## config.mk

```make
export PLATFORM = sky130hd
export DESIGN_NAME = dco_loop_filter
export DESIGN_NICKNAME = d
export VERILOG_FILES = /design/src/rtl/dco_loop_filter.sv
export SDC_FILE = /design/constraint.sdc
export NUM_CORES = 1
export LEC_CHECK = 0
export BUFFER_PORTS_ARGS = -buffer_cell sky130_fd_sc_hd__buf_4
export CELL_PAD_IN_SITES_DETAIL_PLACEMENT = 0
export CELL_PAD_IN_SITES_GLOBAL_PLACEMENT = 2
export CORE_MARGIN = 2
export CORE_UTILIZATION = 43
export DETAILED_ROUTE_END_ITERATION = 16
export PLACE_DENSITY = 0.87
export SETUP_SLACK_MARGIN = 0.3
export SLEW_MARGIN = 40
export SYNTH_ARGS = -nofsm -noshare
export SYNTH_HDL_FRONTEND = slang
export SYNTH_SLANG_ARGS = --single-unit
```

## constraint.sdc

```tcl
create_clock -name clk -period 11.05 [get_ports clk]
set_clock_uncertainty 0.2 [all_clocks]
set_input_delay 2.21 -clock clk [delete_from_list [all_inputs] [get_ports clk]]
set_output_delay 2.21 -clock clk [all_outputs]
set_load 0.01 [all_outputs]
```

## src/rtl/dco_loop_filter.sv

```systemverilog
// PI loop filter and NCO for the clock-recovery PLL: phase_detector up/down in, vco_clk/locked out.
// Optional DCO_FREQ_OVERRIDE_EN adds ovr_en/ovr_word to open the loop with a forced increment.
module dco_loop_filter #(
   parameter int              ACC_W      = 16,
   parameter logic [ACC_W-1:0] NOM_FREQ  = 16'h1000,
   parameter int              INT_W      = 12,
   parameter int              INT_LIM    = 2047,
   parameter int              KP_SH      = 2,
   parameter int              KI_SH      = 4,
   parameter int              LOCK_CNT   = 64,
   parameter int              LOCK_TOL   = 2,
   parameter int              UNLOCK_TOL = 4
) (
   input  logic             clk,
   input  logic             rst,
   input  logic             enable,
   input  logic             up,
   input  logic             down,
`ifdef DCO_FREQ_OVERRIDE_EN
   input  logic             ovr_en,
   input  logic [ACC_W-1:0] ovr_word,
`endif
   output logic             vco_clk,
   output logic             locked,
   output logic [ACC_W-1:0] freq_word
);

   localparam int SW  = ACC_W + 2;
   localparam int LCW = $clog2(LOCK_CNT + 1);
   localparam logic signed [INT_W:0]  LIM_POS    = (INT_W+1)'(INT_LIM);
   localparam logic signed [INT_W:0]  LIM_NEG    = -LIM_POS;
   localparam logic signed [SW-1:0]   FW_MIN     = SW'(1);
   localparam logic signed [SW-1:0]   FW_MAX     = SW'((2**(ACC_W-1)) - 1);
   localparam logic [7:0]             LOCK_TOL_V = 8'(LOCK_TOL);
   localparam logic [7:0]             UNLK_TOL_V = 8'(UNLOCK_TOL);
   localparam logic [LCW-1:0]         LOCK_CNT_V = LCW'(LOCK_CNT);

   typedef enum logic [1:0] {IDLE, ACQUIRE, LOCKED} state_t;

   state_t                  state_reg, state_next;
   logic [LCW-1:0]          lock_cnt_reg, lock_cnt_next, lock_cnt_inc;
   logic                    locked_reg, locked_next;
   logic                    up_meta_reg, up_s_reg, down_meta_reg, down_s_reg;
   logic signed [1:0]       err_reg, err_next;
   logic signed [INT_W-1:0] integ_reg, integ_next;
   logic signed [INT_W:0]   integ_sum;
   logic signed [SW-1:0]    integ_ext, err_ext, integ_term, err_term, fw_sum;
   logic [ACC_W-1:0]        freq_word_reg, fw_next;
   logic [ACC_W-1:0]        acc_reg;
   logic                    vco_clk_reg, vco_rise, idle_now;
   logic [7:0]              perr_reg, perr_next;

   always_comb begin
      err_next = 2'sd0;
      if (up_s_reg && !down_s_reg)
         err_next = 2'sd1;
      else if (down_s_reg && !up_s_reg)
         err_next = -2'sd1;
   end

   // Integrator saturates symmetrically; the proportional path uses the raw error.
   always_comb begin
      integ_sum = {integ_reg[INT_W-1], integ_reg} + {{(INT_W-1){err_reg[1]}}, err_reg};
      if (integ_sum > LIM_POS)
         integ_next = LIM_POS[INT_W-1:0];
      else if (integ_sum < LIM_NEG)
         integ_next = LIM_NEG[INT_W-1:0];
      else
         integ_next = integ_sum[INT_W-1:0];
`ifdef DCO_FREQ_OVERRIDE_EN
      if (ovr_en)
         integ_next = integ_reg;
`endif
      integ_ext  = {{(SW-INT_W){integ_next[INT_W-1]}}, integ_next};
      err_ext    = {{(SW-2){err_reg[1]}}, err_reg};
      integ_term = integ_ext >>> KI_SH;
      err_term   = err_ext <<< KP_SH;
      fw_sum     = $signed({2'b00, NOM_FREQ}) + integ_term + err_term;
`ifdef DCO_FREQ_OVERRIDE_EN
      if (ovr_en)
         fw_sum = $signed({2'b00, ovr_word});
`endif
      // Keep vco_clk between clk/2 and a non-zero rate.
      if (fw_sum < FW_MIN)
         fw_next = FW_MIN[ACC_W-1:0];
      else if (fw_sum > FW_MAX)
         fw_next = FW_MAX[ACC_W-1:0];
      else
         fw_next = fw_sum[ACC_W-1:0];
   end

   assign vco_rise = acc_reg[ACC_W-1] & ~vco_clk_reg;
   assign idle_now = !enable || (state_reg == IDLE);

   // The rise cycle's own error starts the next period's count.
   always_comb begin
      perr_next = perr_reg;
      if (vco_rise)
         perr_next = {7'd0, err_reg != 2'sd0};
      else if (err_reg != 2'sd0 && perr_reg != 8'hFF)
         perr_next = perr_reg + 8'd1;
   end

   always_comb begin
      state_next    = state_reg;
      lock_cnt_next = lock_cnt_reg;
      locked_next   = locked_reg;
      lock_cnt_inc  = lock_cnt_reg + 1'b1;
      if (!enable) begin
         state_next    = IDLE;
         lock_cnt_next = '0;
         locked_next   = 1'b0;
      end
`ifdef DCO_FREQ_OVERRIDE_EN
      else if (ovr_en) begin
         state_next    = ACQUIRE;
         lock_cnt_next = '0;
         locked_next   = 1'b0;
      end
`endif
      else begin
         case (state_reg)
            IDLE: begin
               state_next    = ACQUIRE;
               lock_cnt_next = '0;
               locked_next   = 1'b0;
            end
            ACQUIRE: begin
               if (vco_rise) begin
                  if (perr_reg <= LOCK_TOL_V) begin
                     lock_cnt_next = lock_cnt_inc;
                     if (lock_cnt_inc == LOCK_CNT_V) begin
                        state_next  = LOCKED;
                        locked_next = 1'b1;
                     end
                  end else begin
                     lock_cnt_next = '0;
                  end
               end
            end
            LOCKED: begin
               if (vco_rise && perr_reg > UNLK_TOL_V) begin
                  state_next    = ACQUIRE;
                  locked_next   = 1'b0;
                  lock_cnt_next = '0;
               end
            end
            default: begin
               state_next    = IDLE;
               lock_cnt_next = '0;
               locked_next   = 1'b0;
            end
         endcase
      end
   end

   always_ff @(posedge clk or posedge rst) begin
      if (rst) begin
         state_reg    <= IDLE;
         lock_cnt_reg <= '0;
         locked_reg   <= 1'b0;
      end else begin
         state_reg    <= state_next;
         lock_cnt_reg <= lock_cnt_next;
         locked_reg   <= locked_next;
      end
   end

   always_ff @(posedge clk or posedge rst) begin
      if (rst) begin
         up_meta_reg   <= 1'b0;
         up_s_reg      <= 1'b0;
         down_meta_reg <= 1'b0;
         down_s_reg    <= 1'b0;
         err_reg       <= 2'sd0;
         acc_reg       <= '0;
         integ_reg     <= '0;
         perr_reg      <= '0;
         vco_clk_reg   <= 1'b0;
         freq_word_reg <= '0;
      end else begin
         up_meta_reg   <= up;
         up_s_reg      <= up_meta_reg;
         down_meta_reg <= down;
         down_s_reg    <= down_meta_reg;
         err_reg       <= err_next;
         if (idle_now) begin
            acc_reg       <= '0;
            integ_reg     <= '0;
            perr_reg      <= '0;
            vco_clk_reg   <= 1'b0;
            freq_word_reg <= NOM_FREQ;
         end else begin
            acc_reg       <= acc_reg + freq_word_reg;
            vco_clk_reg   <= acc_reg[ACC_W-1];
            integ_reg     <= integ_next;
            perr_reg      <= perr_next;
            freq_word_reg <= fw_next;
         end
      end
   end

   assign vco_clk   = vco_clk_reg;
   assign locked    = locked_reg;
   assign freq_word = freq_word_reg;

endmodule

```

Yosys cells after proc, flatten, opt, wreduce, memory -nomap -nowiden
Cells that the tools add are included.
{ "totals": {"regBits": 69, "word_cells": 78, "out_inout_bits": 18} }
{ "op_classes": {"n_reduce_logical": 13, "n_mux": 30, "bitwise_logic": 2, "n_addsub": 6, "order_cmp": 6, "eq_ne": 8} }
{ "ops": {"columns": ["cell", "count"], "rows": [
  ["16-bit 2-to-1 mux", 4],
  ["12-bit 2-to-1 mux", 3],
  ["7-bit 2-to-1 mux", 4],
  ["8-bit 2-to-1 mux", 3],
  ["15-bit by 4-bit adder with 16-bit output", 1],
  ["16-bit adder", 1],
  ["16-bit > comparator, second input constant", 1],
  ["16-bit by 2-bit less-than comparator with 1-bit output, second input constant", 1],
  ["14-bit by 8-bit adder with 15-bit output, first input constant", 1],
  ["2-bit 2-to-1 mux", 7],
  ["7-bit one-hot mux with 2 select lines", 1],
  ["12-bit by 2-bit adder with 13-bit output", 1],
  ["13-bit by 12-bit > comparator with 1-bit output, second input constant", 1],
  ["13-bit by 12-bit less-than comparator with 1-bit output, second input constant", 1],
  ["3-bit inequality test, second input constant", 4],
  ["8-bit by 1-bit adder with 8-bit output, second input constant", 1],
  ["8-bit by 3-bit > comparator with 1-bit output, second input constant", 1],
  ["8-bit by 2-bit <= comparator with 1-bit output, second input constant", 1],
  ["8-bit inequality test, second input constant", 1],
  ["7-bit by 1-bit adder with 7-bit output, second input constant", 1],
  ["7-bit equality test, second input constant", 1],
  ["1-bit 2-to-1 mux", 6],
  ["2-bit one-hot mux with 3 select lines", 1],
  ["1-bit logical AND", 4],
  ["12 further kinds", 14]
]} }

Depth between registers and ports, before layout
{ "depth": {"depth_word": 10, "depth_mapped": 20, "mapped_depth_nobuf": 19} }

Worst setup path before layout
OpenSTA, ideal clock, no wires.
{ "synth_timing": {"path_type": "reg2reg", "from": "register err_reg[1]", "to": "register freq_word_reg[12] (netlist: freq_word[12])", "t_arrival_ns": 4.113, "synth_period_minus_slack_ns": 4.439, "stages_incl_launch_ff": 20, "path_slack_ns": 6.611, "cell_sequence": "dfrtp_1 > inv_1 > fa_1 > nor2b_4 > o31ai_1 > a221oi_2 > o41a_1 > buf_6 > clkinv_8 > maj3_2 > inv_1 > ha_1 > ha_1 > a21o_1 > a21o_1 > a21oi_1 > nor2_1 > nor2_1 > a211oi_1 > a311o_1"} }
{ "synth_via": {"elab_chain_len": 10, "word_cells_on_any_way": 12, "classes_between": "3 x add/sub; 4 x order compare; 5 x mux"} }
{ "synth_rtl": {"columns": ["item", "line", "source"], "rows": [
  ["start: declaration", "44", "logic signed [1:0] err_reg, err_next;"],
  ["start signal: assignment", "186", "err_reg <= err_next;"],
  ["12-bit by 2-bit adder with 13-bit output", "63", "integ_sum = {integ_reg[INT_W-1], integ_reg} + {{(INT_W-1){err_reg[1]}}, err_reg};"],
  ["13-bit by 12-bit less-than comparator with 1-bit output", "66", "else if (integ_sum < LIM_NEG)"],
  ["12-bit 2-to-1 mux", "66", null],
  ["12-bit 2-to-1 mux", "64", "if (integ_sum > LIM_POS)"],
  ["14-bit by 8-bit adder with 15-bit output", "78", "fw_sum = $signed({2'b00, NOM_FREQ}) + integ_term + err_term;"],
  ["15-bit by 4-bit adder with 16-bit output (*)", "78", null],
  ["16-bit > comparator", "86", "else if (fw_sum > FW_MAX)"],
  ["16-bit 2-to-1 mux", "86", null],
  ["16-bit 2-to-1 mux (*)", "84", "if (fw_sum < FW_MIN)"],
  ["16-bit 2-to-1 mux (*)", "187", "if (idle_now) begin"],
  ["end signal: assignment", "198", "freq_word_reg <= fw_next;"],
  ["end: declaration", "48", "logic [ACC_W-1:0] freq_word_reg, fw_next;"]
]} }
Mark *: on every way between the ends. The rest lies on a longest branch, timed or not.
A chain may end at the register's enable or synchronous reset.

Final worst setup path
Same ends and word-level chain as after synthesis.

==> out/results.ini <==
[outcome]
status=finished clean

[floorplan]
num_io_pins=23
die_area_sq_um=10800
die_h_um=104
core_area_sq_um=9730
die_width_um=104
num_rows=36
initial_core_util_pct=44.2

[clock_network]
cts_made_buffers=9
ctsHtreeMaxLevel=3
cts-root-buf=clkbuf_8
post_cts_resized=0
cts_tree=yes
cts-hold-fix-buffers=0
clk_pin_slew_ps=70
clockBufferDepth=2
cts_sinks=68
clk_latency_ps=340
post_cts_buffers=0

[timing]
whs_ps=154
final_max_slew_viol_count=0
slew_headroom_pct=48.6
final-setup-viol-count=0
post-route-period-util_pct=47.1
rsz0062_at_grt=false
min_period_ps=5210
tns_ps=0
tightest_slew_ps=770
max_freq_mhz=192
final-hold-violation-count=0
fin_ws_ps=5840

[cells_and_area]
utilization_pct=49.5
syn_to_final_growth_pct=11.9
postLayoutCellArea_sq_um=4820
nets=524
antenna-diode-count=0
fin_cells=610
drive_above_1_share_pct=11.7
mostFrequentLayoutCells=dfrtp_1, nor2_1, ha_1
final_common_cell=dfrtp_1

[routing]
top_layer=met4
wl_met1_um=4340
viasPerCell=5.29
vias=3229
wl_met3_um=190
drtPass1Iterations=5
met2_length_um=4080
drcViolationCount=0
wl_um=8740
drt_iter0_drc=86
ant_nets=0
drt-wirelength-per-cell_um=14.3

[place]
hpwl_um=6280
place_ws_ps=5860
finalWeightedCongestion=0.833
io_buffers=22
placed_cells=594
postPlaceCellArea_sq_um=4620

[logic_synthesis]
ys_seq_area_share_pct=39.5
synth_edf_count=0
synth_ff_type=dfrtp_1
syn_area_sq_um=4300
ys_types=54
async_flop_share_pct=100
ys_seq_elements=68
yosys_warnings=0
synthCells=443
postSynthAreaPerCell_sq_um=9.71

[critical_path]
worstPathBufferInverterCount=3
worst_ep_arrival_time_ps=5230
crit_family=compound AO/OA/AOI/OAI gates
cp_slowest_cell=dfrtp_1
crit_path_max_fanout=19
critPathCaptureType=flip-flop
crit_path_start_kind=flip-flop
required_ps=11070
crit_chain=inv_1 -> fa_1 -> nor2b_4 -> o31ai_1 -> a221oi_2 -> o41a_1 -> clkinv_8 -> maj3_2 -> inv_1 -> ha_1 -> ha_1 -> a21o_1 -> a21o_1 -> a21oi_1 -> nor2_1 -> nor2_1 -> a211oi_1 -> a311o_1
cpPeakStageDelay_ps=830
crit_type=reg2reg

[power_and_ir_drop]
p_leak_nw=2.34
finalPower_mw=1.05
powerDensity_nw_per_um2=218
vdd_drop_max_mv=0.100

[grt]
grt_pass1_wl_um=15200
first_global_vias=3170
grt-ovfl-total=0
grt_max_degree=69
grt_usage_pct=17.3
antenna_found_initial=0

[min_path]
hp-class=reg2reg

[run]
max_cap_violations=0

==> synthesized netlist by cell type, types with 3 or more instances <==
| cell | instances | area share, % |
|---|---|---|
| a211oi_1 | 7 | 1.2 |
| a21o_1 | 6 | 1.0 |
| a21oi_1 | 16 | 1.9 |
| a31oi_1 | 5 | 0.73 |
| and2_1 | 7 | 1.0 |
| and3_1 | 10 | 1.5 |
| clkbuf_1 | 6 | 0.52 |
| dfrtp_1 | 68 | 40 |
| fa_1 | 3 | 1.4 |
| ha_1 | 44 | 13 |
| inv_1 | 23 | 2.0 |
| maj3_2 | 7 | 1.8 |
| nand2_1 | 30 | 2.6 |
| nand2b_1 | 5 | 0.73 |
| nand3_1 | 14 | 1.6 |
| nand4_1 | 5 | 0.73 |
| nor2_1 | 48 | 4.2 |
| nor2b_1 | 6 | 0.87 |
| nor3_1 | 13 | 1.5 |
| nor3b_1 | 3 | 0.52 |
| o211ai_1 | 3 | 0.52 |
| o21a_1 | 5 | 0.87 |
| o21ai_0 | 18 | 2.1 |
| o21bai_1 | 11 | 1.9 |
| o31a_1 | 3 | 0.61 |
| o31ai_1 | 8 | 1.4 |
| o41a_1 | 3 | 0.79 |
| or3_1 | 3 | 0.44 |
| xnor2_1 | 14 | 2.8 |
| xor2_1 | 18 | 3.7 |
==> layout make-up <==
class	instances	area (sq um)
clock buffers	12	145
inverters	24	103
multi-input cells	344	2460
well taps	133	166
flip-flops and latches	68	1700
repair buffers	25	191
clock inverters	4	48.8
fillers	934	4910
==> worst register-to-register path, cell delays in order, from the launching register on <==
cell,delay (ps)
dfrtp_1,830
inv_1,220
fa_1,540
nor2b_4,150
o31ai_1,100
a221oi_2,240
o41a_1,540
clkinv_8,140
maj3_2,340
inv_1,60
ha_1,250
ha_1,300
a21o_1,160
a21o_1,200
a21oi_1,160
nor2_1,50
nor2_1,190
a211oi_1,110
a311o_1,320
==> routing by layer <==
| layer | vias to the layer above | track usage (%) |
|---|---|---|
| li1 | 1646 | - |
| met4 | 0 | 5.21 |
| met2 | 37 | 27.9 |
| met5 | - | 0 |
| met1 | 1533 | 23.6 |
| met3 | 13 | 3.57 |
==> power breakdown <==
| group | total (mW) | internal, mW | switching, mW |
|---|---|---|---|
| registers | 0.347 | 0.305 | 0.0414 |
| clock network | 0.205 | 0.110 | 0.0949 |
| logic | 0.498 | 0.207 | 0.291 |
| total | 1.05 | 0.622 | 0.428 |
==> cell families after synthesis <==
kind of cell / Yosys count / share of synthesized area (%)
adder cells (fa/ha/maj): 54 / 16.0
AND/OR/NAND/NOR: 155 / 17.9
flip-flops: 68 / 39.5
multiplexers: 1 / 0.233
XOR/XNOR: 32 / 6.51
buffers and inverters: 33 / 3.55
AO/OA/AOI/OAI: 99 / 16.1
other: 1 / 0.0872
==> final timing paths <==
kind,from,slack [ps],cells past startpoint,endpoint
max,err_reg[1]$_DFF_PP0_,5840,18,freq_word[12]$_DFF_PP0_
min,up_meta_reg$_DFF_PP0_,150,0,up_s_reg$_DFF_PP0_
max reg2reg,err_reg[1]$_DFF_PP0_,5840,18,freq_word[12]$_DFF_PP0_
min reg2reg,up_meta_reg$_DFF_PP0_,150,0,up_s_reg$_DFF_PP0_
max in group asynchronous,rst,8390,3,integ_reg[7]$_DFF_PP0_
min in group asynchronous,rst,1820,3,freq_word[13]$_DFF_PP0_
No activity file was read; power rests on OpenSTA's default activity.
